### src/rtl/corr_window_search.sv
// corr_window_search: raster sweep of scorer start offsets over a window, tracking the best score.
// Define CORR_SEARCH_TIMEOUT_EN to add a WAIT watchdog that skips a candidate and sets sticky oTimeout.

module corr_window_search #(
   parameter int COORD_W = 13,
   parameter int SCORE_W = 32,
   parameter int X_MIN   = 0,
   parameter int X_MAX   = 64,
   parameter int Y_MIN   = 0,
   parameter int Y_MAX   = 48,
   parameter int STEP    = 4,
   parameter int GUARD   = 2,
   parameter int SETTLE  = 1
`ifdef CORR_SEARCH_TIMEOUT_EN
   ,
   parameter int TIMEOUT = 65535
`endif
) (
   input  logic               iCLK,
   input  logic               iRST_N,
   input  logic               iStart,
   input  logic               iDone,
   input  logic [SCORE_W-1:0] iScore,
   output logic [COORD_W-1:0] oXcand,
   output logic [COORD_W-1:0] oYcand,
   output logic               oBusy,
   output logic               oDone,
   output logic [COORD_W-1:0] oBestX,
   output logic [COORD_W-1:0] oBestY,
   output logic [SCORE_W-1:0] oBestScore,
   output logic [15:0]        oCandCount
`ifdef CORR_SEARCH_TIMEOUT_EN
   ,
   output logic               oTimeout
`endif
);

   localparam int CW1 = COORD_W + 1;
   localparam logic [CW1-1:0]     STEP_W  = CW1'(STEP);
   localparam logic [CW1-1:0]     X_MAX_W = CW1'(X_MAX);
   localparam logic [CW1-1:0]     Y_MAX_W = CW1'(Y_MAX);
   localparam logic [COORD_W-1:0] X_MIN_C = COORD_W'(X_MIN);
   localparam logic [COORD_W-1:0] Y_MIN_C = COORD_W'(Y_MIN);
   localparam logic [15:0] GUARD_LAST  = (GUARD > 0)  ? 16'(GUARD - 1)  : 16'd0;
   localparam logic [15:0] SETTLE_LAST = (SETTLE > 0) ? 16'(SETTLE - 1) : 16'd0;
`ifdef CORR_SEARCH_TIMEOUT_EN
   localparam logic [15:0] TO_LAST = (TIMEOUT > 0) ? 16'(TIMEOUT - 1) : 16'd0;
`endif

   typedef enum logic [2:0] {
      S_IDLE, S_LAUNCH, S_GUARD, S_WAIT, S_SETTLE, S_COMPARE, S_ADVANCE, S_FINISH
   } state_t;

   state_t state, state_nxt;

   logic [COORD_W-1:0] x_cur, y_cur, best_x, best_y;
   logic [SCORE_W-1:0] best_score;
   logic [15:0]        count;
   logic [15:0]        tmr;
   logic [CW1-1:0]     x_next, y_next;
   logic               x_fits, y_fits;
   logic               wait_expired;

   // One extra bit so a window edge near the top of the coordinate range cannot wrap.
   assign x_next = {1'b0, x_cur} + STEP_W;
   assign y_next = {1'b0, y_cur} + STEP_W;
   assign x_fits = (x_next <= X_MAX_W);
   assign y_fits = (y_next <= Y_MAX_W);

`ifdef CORR_SEARCH_TIMEOUT_EN
   assign wait_expired = (tmr == TO_LAST);
`else
   assign wait_expired = 1'b0;
`endif

   always_ff @(posedge iCLK or negedge iRST_N) begin
      if (!iRST_N) state <= S_IDLE;
      else         state <= state_nxt;
   end

   always_comb begin
      state_nxt = state;
      case (state)
         S_IDLE:    if (iStart) state_nxt = S_LAUNCH;
         S_LAUNCH:  state_nxt = (GUARD == 0) ? S_WAIT : S_GUARD;
         S_GUARD:   if (tmr == GUARD_LAST) state_nxt = S_WAIT;
         S_WAIT: begin
            if (iDone)             state_nxt = (SETTLE == 0) ? S_COMPARE : S_SETTLE;
            else if (wait_expired) state_nxt = S_ADVANCE;
         end
         S_SETTLE:  if (tmr == SETTLE_LAST) state_nxt = S_COMPARE;
         S_COMPARE: state_nxt = S_ADVANCE;
         S_ADVANCE: state_nxt = (x_fits || y_fits) ? S_LAUNCH : S_FINISH;
         S_FINISH:  state_nxt = S_IDLE;
         default:   state_nxt = S_IDLE;
      endcase
   end

   // tmr counts cycles spent in the current state; shared by guard, settle and watchdog.
   always_ff @(posedge iCLK or negedge iRST_N) begin
      if (!iRST_N)                 tmr <= '0;
      else if (state_nxt != state) tmr <= '0;
      else                         tmr <= tmr + 16'd1;
   end

   always_ff @(posedge iCLK or negedge iRST_N) begin
      if (!iRST_N) begin
         x_cur      <= '0;
         y_cur      <= '0;
         best_x     <= '0;
         best_y     <= '0;
         best_score <= '0;
         count      <= '0;
         oXcand     <= '0;
         oYcand     <= '0;
         oBestX     <= '0;
         oBestY     <= '0;
         oBestScore <= '0;
         oCandCount <= '0;
      end else begin
         case (state)
            S_IDLE: if (iStart) begin
               x_cur      <= X_MIN_C;
               y_cur      <= Y_MIN_C;
               best_x     <= X_MIN_C;
               best_y     <= Y_MIN_C;
               best_score <= '0;
               count      <= '0;
            end
            S_LAUNCH: begin
               oXcand <= x_cur;
               oYcand <= y_cur;
            end
            S_COMPARE: begin
               count <= count + 16'd1;
               // Strict compare: on a tie the earlier raster candidate is kept.
               if (iScore > best_score) begin
                  best_score <= iScore;
                  best_x     <= x_cur;
                  best_y     <= y_cur;
               end
            end
            S_ADVANCE: begin
               if (x_fits) begin
                  x_cur <= x_next[COORD_W-1:0];
               end else if (y_fits) begin
                  x_cur <= X_MIN_C;
                  y_cur <= y_next[COORD_W-1:0];
               end
            end
            S_FINISH: begin
               oBestX     <= best_x;
               oBestY     <= best_y;
               oBestScore <= best_score;
               oCandCount <= count;
            end
            default: ;
         endcase
      end
   end

`ifdef CORR_SEARCH_TIMEOUT_EN
   always_ff @(posedge iCLK or negedge iRST_N) begin
      if (!iRST_N)                                        oTimeout <= 1'b0;
      else if (state == S_IDLE && iStart)                 oTimeout <= 1'b0;
      else if (state == S_WAIT && !iDone && wait_expired) oTimeout <= 1'b1;
   end
`endif

   assign oBusy = (state != S_IDLE);
   assign oDone = (state == S_FINISH);

endmodule

### config.mk
export PLATFORM = sky130hd
export DESIGN_NAME = corr_window_search
export DESIGN_NICKNAME = d
export VERILOG_FILES = /design/src/rtl/corr_window_search.sv
export SDC_FILE = /design/constraint.sdc
export NUM_CORES = 1
export LEC_CHECK = 0
export CORE_MARGIN = 5
export CORE_UTILIZATION = 35
export DETAILED_ROUTE_END_ITERATION = 7
export GPL_TIMING_DRIVEN = 0
export PLACE_DENSITY = 0.56
export SYNTH_ARGS = -nofsm -noshare
export SYNTH_HDL_FRONTEND = slang
export SYNTH_SLANG_ARGS = --single-unit
### constraint.sdc
create_clock -name iCLK -period 3.4 [get_ports iCLK]
set_input_delay 0.51 -clock iCLK [delete_from_list [all_inputs] [get_ports iCLK]]
set_output_delay 0.51 -clock iCLK [all_outputs]
set_load 0.05 [all_outputs]
# After elaboration in Yosys (flattened, before gate mapping)
# Index checks and enable logic that the tools add are counted.
# W data, S select, Z words.
[op_classes]
muxes = 23
n_reduce_logical = 10
order_cmp = 3
eq_ne = 14
n_addsub = 4
[op_table]
columns = ["op", "n"]
rows = [
  ["$pmux W13 S2", 4],
  ["$mux W13", 7],
  ["$mux W32", 2],
  ["$pmux W32 S2", 1],
  ["$add A16 B1 Y16 const B", 2],
  ["$gt A32 B32 Y1", 1],
  ["$mux W16", 2],
  ["$pmux W16 S2", 1],
  ["$add A13 B3 Y14 const B", 2],
  ["$pmux W3 S8", 1],
  ["$eq A16 B1 Y1 const B", 1],
  ["$logic_not A16 Y1", 1],
  ["$mux W3", 5],
  ["$le A14 B6 Y1 const B", 1],
  ["$le A14 B7 Y1 const B", 1],
  ["$eq A3 B3 Y1 const B", 4],
  ["$ne A2 B2 Y1 const B", 4],
  ["$eq A3 B2 Y1 const B", 2],
  ["$reduce_and A3 Y1", 2],
  ["$reduce_and A4 Y1", 1],
  ["$reduce_bool A2 Y1", 2],
  ["$eq A3 B1 Y1 const B", 1],
  ["$logic_not A3 Y1", 1],
  ["$ne A3 B3 Y1", 1],
  ["other kinds (4)", 4],
]
[totals]
reg_bits = 219
word_cells = 68
in_bits = 36
out_inout_bits = 102

# Depth between registers and ports, before layout
# Gate-level depths: netlist of the first run.
[logic_depth]
depth_word = 7
mapped_depth = 10
depth_no_buf = 8

# Worst setup path after synthesis of the first run
# OpenSTA, ideal clock, no wires.
[synth_path]
path_kind = "input to register"
start = "input iScore[13]"
end = "register best_score[10]"
path_buffers = 2
setup_ns = 0.079
path_stages = 9
path_slack_ns = 1.151
required_time_ns = 3.321
t_arrival_ns = 2.169
cell_sequence = "ha_1 nand4_1 nor4_1 nand3b_1 a31oi_1 a21oi_1 buf_2 buf_2 mux2i_1"
[synth_between]
elab_chain_cells = 3
[synth_lines]
columns = ["element", "line_no", "text"]
rows = [
  ["from (decl)", "23", "input logic [SCORE_W-1:0] iScore,"],
  ["$gt A32 B32 Y1", "137", "if (iScore > best_score) begin"],
  ["$ne A2 B2 Y1 (no line)", "n/a", ""],
  ["$reduce_and A3 Y1 (no line)", "n/a", ""],
  ["to (signal assigned)", "138", "best_score <= iScore;"],
  ["to (decl)", "57", "logic [SCORE_W-1:0] best_score;"],
]
# Every way passes these cells.
# A chain may end at the register's enable or synchronous reset.

# Worst setup path after layout of the first run
[layout_path]
start = "register state[0]"
end = "output oDone"
[layout_between]
elab_chain_cells = 1
[layout_lines]
columns = ["element", "line_no", "text"]
rows = [
  ["from (decl)", "54", "state_t state, state_nxt;"],
  ["from (signal assigned)", "78", "else state <= state_nxt;"],
  ["$eq A3 B3 Y1", "171", "assign oDone = (state == S_FINISH);"],
  ["to (decl)", "27", "output logic oDone,"],
]
# Every way passes these cells.

==> results of run 1 <==
stage by stage:
stage,power (mW),instance area [µm²]
2_1_floorplan,5.63,9530
3_3_place_gp,6.83,11200
3_5_place_dp,6.87,11300
4_1_cts,9.53,12100
5_1_grt,9.95,12100
6_report,9.39,12100
kinds of logic after synthesis:
logic type,after synthesis
other,1
xor gates and xnor gates,16
AOI/OAI and AO/OA,123
and+or+nand+nor,249
buffers and inverters,140
adders and majority gates,39
muxes,118
DFF,203
worst min-delay path by stage:
stage                                 to  cells after the start
after floorplan            best_score[0]                      0
after global placement     oBestScore[3]                      2
after detailed placement  oBestScore[30]                      2
after CTS                 best_score[17]                      1
after global routing      oCandCount[11]                      1
final                     oCandCount[11]                      1
cell type report:
| class | instances | share of cell area [%] |
|---|---|---|
| Clock buffer | 34 | 5.71 |
| Inverter | 97 | 3.01 |
| Multi-Input combinational cell | 553 | 32.1 |
| Tap cell | 341 | 3.53 |
| Timing Repair Buffer | 130 | 10.9 |
| Sequential cell | 203 | 42.0 |
| Clock inverter | 7 | 0.932 |
| Buffer | 42 | 1.70 |
Yosys cell counts, drive strengths merged (6+ instances only):
master	count	share of area (%)
o21ai	55	3.0
o31ai	6	0.47
dfrtp	203	53
o211ai	10	0.79
inv	96	3.8
clkbuf	19	0.75
nor4	8	0.53
nand3	23	1.3
mux2	60	7.1
xnor2	9	0.83
xor2	7	0.65
and2	9	0.59
buf	24	1.4
a21oi	16	0.84
nor2	35	1.4
nor3	8	0.42
and3	6	0.39
nand4	18	1.2
nand2	121	4.8
ha	39	5.1
mux2i	58	6.1
per-layer routing:
layer / GRT usage, % / vias up / part of all wire [%]
met3: 3.25 / 29 / 5.4
li1: - / 3354 / -
met2: 22.9 / 138 / 44
met5: 0 / - / 0.10
met1: 21.0 / 3277 / 48
met4: 3.11 / 4 / 1.7
what timing repair did:
item,CTS,global route
resized for setup,2,0
endpoints found under the setup margin,1,0
endpoints found under the hold margin,0,0
hold buffers,0,0
state kept, by name, indices dropped and copies added, names as in the netlist, 16 cells and up:
| signal | count |
|---|---|
| best_score | 32 |
| oBestScore | 32 |
| count | 16 |
| oCandCount | 16 |
| tmr | 16 |
power by group through the flow:
| stage | clock network, mW | logic, mW | registers, mW |
|---|---|---|---|
| 6_report | 2.60 | 3.53 | 3.25 |
| 2_1_floorplan | 0 | 1.40 | 4.24 |
| 3_3_place_gp | 0 | 3.54 | 3.29 |
| 4_1_cts | 2.68 | 3.58 | 3.26 |
| 5_1_grt | 2.79 | 3.83 | 3.33 |
| 3_5_place_dp | 0 | 3.58 | 3.30 |
==> results.json, run 1 <==
{
  "ys_async_sr_fraction_pct": 100,
  "crit_path_max_incr_delay_ns": 0.58,
  "tns_ns": 0,
  "final_common_cell": "dfrtp_1",
  "cp.required_ns": 2.89,
  "ant_nets": 0,
  "tightest_slew_ns": 0.776,
  "synth-main-ff-cell": "dfrtp_1",
  "synthMuxAreaShare_pct": 13.2,
  "critical_path.top_delay_family": "buffers and inverters",
  "yosysSeqAreaShare_pct": 53.4,
  "placed_cells": 1367,
  "timing.rr.start": "state[0]",
  "synth-simple-area-share_pct": 12.3,
  "startpoint_type": "flip-flop",
  "swShare_pct": 38.6,
  "areaGrowthSynthToFinish_pct": 27.1,
  "multiInputGateArea_mm2": 0.00388,
  "synth_compound_area_share_pct": 8.38,
  "reg2reg_slack_ns": 0.64,
  "avgViaCountPerCell": 4.83,
  "place_congestion": 0.794,
  "wl_um": 22300,
  "io_buffers": 129,
  "path_class": "reg -> out",
  "ios": 138,
  "power.internal_mw": 5.76,
  "p_switching_mw": 3.62,
  "cts_setup_buffers": 0,
  "r2r_cells": 5,
  "syn-cell-area_mm2": 0.00951,
  "cp_data_arrival_time_ns": 2.67,
  "fillers": 2561,
  "timing.max_cap.violations": 0,
  "vdd_drop_max_v": 0.000462,
  "cp_slowest_cell": "dlygate4sd2_1",
  "worstHoldPathType": "in -> async",
  "startpoint": "state[0]",
  "synth_seq_cells": 203,
  "synth_edf_count": 0,
  "r2r_end": "oBestY[3]",
  "place_ws_ns": -0.159,
  "p_per_area_mw_per_mm2": 777,
  "worstSetupEndpointType": "primary output",
  "mostFrequentLayoutCells": "dfrtp_1 (203), clkdlybuf4s50_1 (127), nand2_1 (121), inv_1 (96), mux2_2 (60)",
  "dr.pass1.iters": 4,
  "grt_pass1_vias": 6909,
  "layout-drive-gt1-share_pct": 11.9,
  "synth_top_family_by_area": "multiplexers",
  "p_leak_nw": 5.82,
  "dp_hpwl_um": 16100,
  "p_seq_share_pct": 34.6,
  "period_share_pct": 93.7,
  "syn_inst": 889,
  "layout_min_cycle_time_ns": 3.18,
  "syn_avg_cell_area_um2": 10.7,
  "relSlewSlack_pct": 48.3,
  "dieArea_mm2": 0.0306,
  "grt-ovfl-total": 0,
  "final_util_pct": 45.0,
  "clk_path_buf_depth": 3,
  "h-tree-depth": 1,
  "clk_pin_slew_ns": 0.05,
  "fin_hold_ws_ns": 0.0432,
  "coreArea_mm2": 0.0269,
  "num_vias": 6802,
  "synthAdderAreaFrac_pct": 5.13,
  "comb_power_share_pct": 37.6,
  "root_buffer": "clkbuf_16",
  "cts_buffers": 24,
  "grtUsageTotal_pct": 14.6,
  "routedWlPerCell_um": 15.9,
  "setup_viol": 0,
  "grt_max_degree": 105,
  "cts_tree": "built",
  "drc": 0,
  "die_x_um": 175,
  "setup_slack_ns": 0.215,
  "antenna-diode-count": 0,
  "synth_cell_type_count": 66,
  "slew_viol_final": 0,
  "yosys_warnings": 0,
  "rows": 60,
  "initial_utilization_pct": 35.4,
  "antenna_found_initial": 2,
  "cp_num_cells": 4,
  "max_freq_mhz": 314,
  "fin_nets": 1126,
  "endpoint": "oDone",
  "clkPwrFrac_pct": 27.7,
  "rsz0062_at_grt": "no",
  "final_cells": 1407,
  "status": "finished clean",
  "cp_max_fo": 15,
  "grt_pass1_wl_um": 37100,
  "clock_latency_ns": 0.51,
  "register_area_mm2": 0.00508,
  "fin_skew_ns": 0.0147,
  "drt_iter0_drc": 487,
  "die-height_um": 175,
  "hold_viol": 0,
  "synthXorXnorAreaFrac_pct": 1.47,
  "cts.sinks": 203,
  "crit_chain": "clkbuf_1 -> nand3_2 -> clkinv_1 -> dlygate4sd2_1",
  "path_buf_inv": 3
}
(Power assumes the default switching activity.)
==> run 2: changes to the inputs <==
PLACE_DENSITY = 0.51   (was 0.56)
==> run 2 against run 1 <==
Final area about the same. Hold slack got worse by 0.0077 ns. Worst setup slack got worse by 0.0031 ns.
==> results.json, run 2 (synthesized netlist as in run 1, its figures left out) <==
{
  "routedWlPerCell_um": 16.2,
  "h-tree-depth": 1,
  "final_common_cell": "dfrtp_1",
  "clk_path_buf_depth": 3,
  "areaGrowthSynthToFinish_pct": 27.2,
  "coreArea_mm2": 0.0269,
  "avgViaCountPerCell": 4.84,
  "relSlewSlack_pct": 48.0,
  "worstSetupEndpointType": "primary output",
  "io_buffers": 129,
  "tns_ns": 0,
  "grtUsageTotal_pct": 14.9,
  "tightest_slew_ns": 0.780,
  "drc": 0,
  "cp.required_ns": 2.89,
  "fin_skew_ns": 0.0119,
  "path_class": "reg -> out",
  "p_leak_nw": 5.83,
  "status": "finished clean",
  "slew_viol_final": 0,
  "grt_pass1_wl_um": 37400,
  "holdBufCountCts": 0,
  "startpoint_type": "flip-flop",
  "num_vias": 6821,
  "root_buffer": "clkbuf_16",
  "dr.pass1.iters": 4,
  "die_x_um": 175,
  "timing.max_cap.violations": 0,
  "clock_latency_ns": 0.51,
  "worstHoldPathType": "in -> async",
  "cts.sinks": 203,
  "grt_max_degree": 105,
  "ant_nets": 0,
  "cp_max_fo": 15,
  "power_mw": 9.37,
  "cp_data_arrival_time_ns": 2.68,
  "rows": 60,
  "placed_cells": 1367,
  "max_freq_mhz": 314,
  "r2r_cells": 5,
  "hold_viol": 0,
  "antenna_found_initial": 0,
  "drt_iter0_drc": 296,
  "dp_hpwl_um": 16500,
  "antenna-diode-count": 0,
  "grt-ovfl-total": 0,
  "grt_pass1_vias": 6905,
  "final_cells": 1409,
  "fin_nets": 1126,
  "r2r_end": "oBestY[9]",
  "layout_min_cycle_time_ns": 3.19,
  "initial_utilization_pct": 35.4,
  "cts.repair.resized": 2,
  "dieArea_mm2": 0.0306,
  "cts_setup_buffers": 0,
  "cts_tree": "built",
  "ios": 138,
  "timing.rr.start": "state[0]",
  "clk_pin_slew_ns": 0.06,
  "die-height_um": 175,
  "final_util_pct": 45.0,
  "p_per_area_mw_per_mm2": 775,
  "cts_buffers": 24,
  "mostFrequentLayoutCells": "dfrtp_1 (203), clkdlybuf4s50_1 (127), nand2_1 (121), inv_1 (96), mux2_2 (60)",
  "reg.largest.list": "best_score (32), oBestScore (32)",
  "place_congestion": 0.811,
  "vdd_drop_max_v": 0.000396,
  "rsz0062_at_grt": "no",
  "wl_um": 22900,
  "layout-drive-gt1-share_pct": 12.2,
  "fillers": 2570,
  "setup_viol": 0,
  "period_share_pct": 93.8,
  "reg2reg_slack_ns": 0.72
}
-- run 2: worst max-delay path: stages (launching register included) --
cell           delay [ns]
dfrtp_1              0.41
clkbuf_1             0.36
nand3_2              0.39
clkinvlp_4           0.43
dlygate4sd2_1        0.57
-- run 2: cell type report --
type / count / area [µm²] / share of cell area (%)
tap: 341 / 427 / 3.53
clock buffer: 36 / 717 / 5.93
multi-input combinational: 553 / 3880 / 32.1
sequential: 203 / 5080 / 42.0
timing repair buffer: 130 / 1320 / 10.9
buffer: 42 / 205 / 1.70
inverter: 97 / 368 / 3.04
clock inverter: 7 / 85.1 / 0.704
-- run 2: power breakdown --
group          total [mW]  internal [mW]  switching [mW]  leakage [nW]
clock network        2.59           1.60           0.991         0.399
logic                3.54           1.22            2.32          2.66
registers            3.24           2.92           0.325          2.77
total                9.37           5.74            3.63          5.83
-- run 2: worst max path at each step --
stage / startpoint / end / slack, ns / cells past startpoint
after floorplan: iScore[13] / best_score[10] / 1.15 / 9
after global placement: iRST_N / oYcand[11] / -7.23 / 1
after detailed placement: state[0] / oDone / -0.22 / 5
after CTS: state[0] / oDone / 0.14 / 4
after global routing: state[0] / oDone / 0.02 / 4
final: state[0] / oDone / 0.21 / 4
-- run 2: stage by stage --
| stage | hold slack, ns | instance area, µm² | setup WS (ns) |
|---|---|---|---|
| 6_report | 0.0355 | 12100 | 0.212 |
| 5_1_grt | 0.101 | 12100 | 0.0206 |
| 4_1_cts | 0.0638 | 12100 | 0.139 |
| 3_5_place_dp | 0.472 | 11300 | -0.215 |
| 3_3_place_gp | 0.462 | 11200 | -7.23 |
| 2_1_floorplan | 0.214 | 9530 | 1.15 |
-- run 2: routing by layer --
metal / vias to the layer above / wire length (µm) / global-route usage, %
li1: 3352 / - / -
met1: 3309 / 11100 / 21.1
met2: 134 / 10400 / 24.1
met3: 26 / 1000 / 2.86
met4: 0 / 383 / 2.95
met5: - / 0 / 0
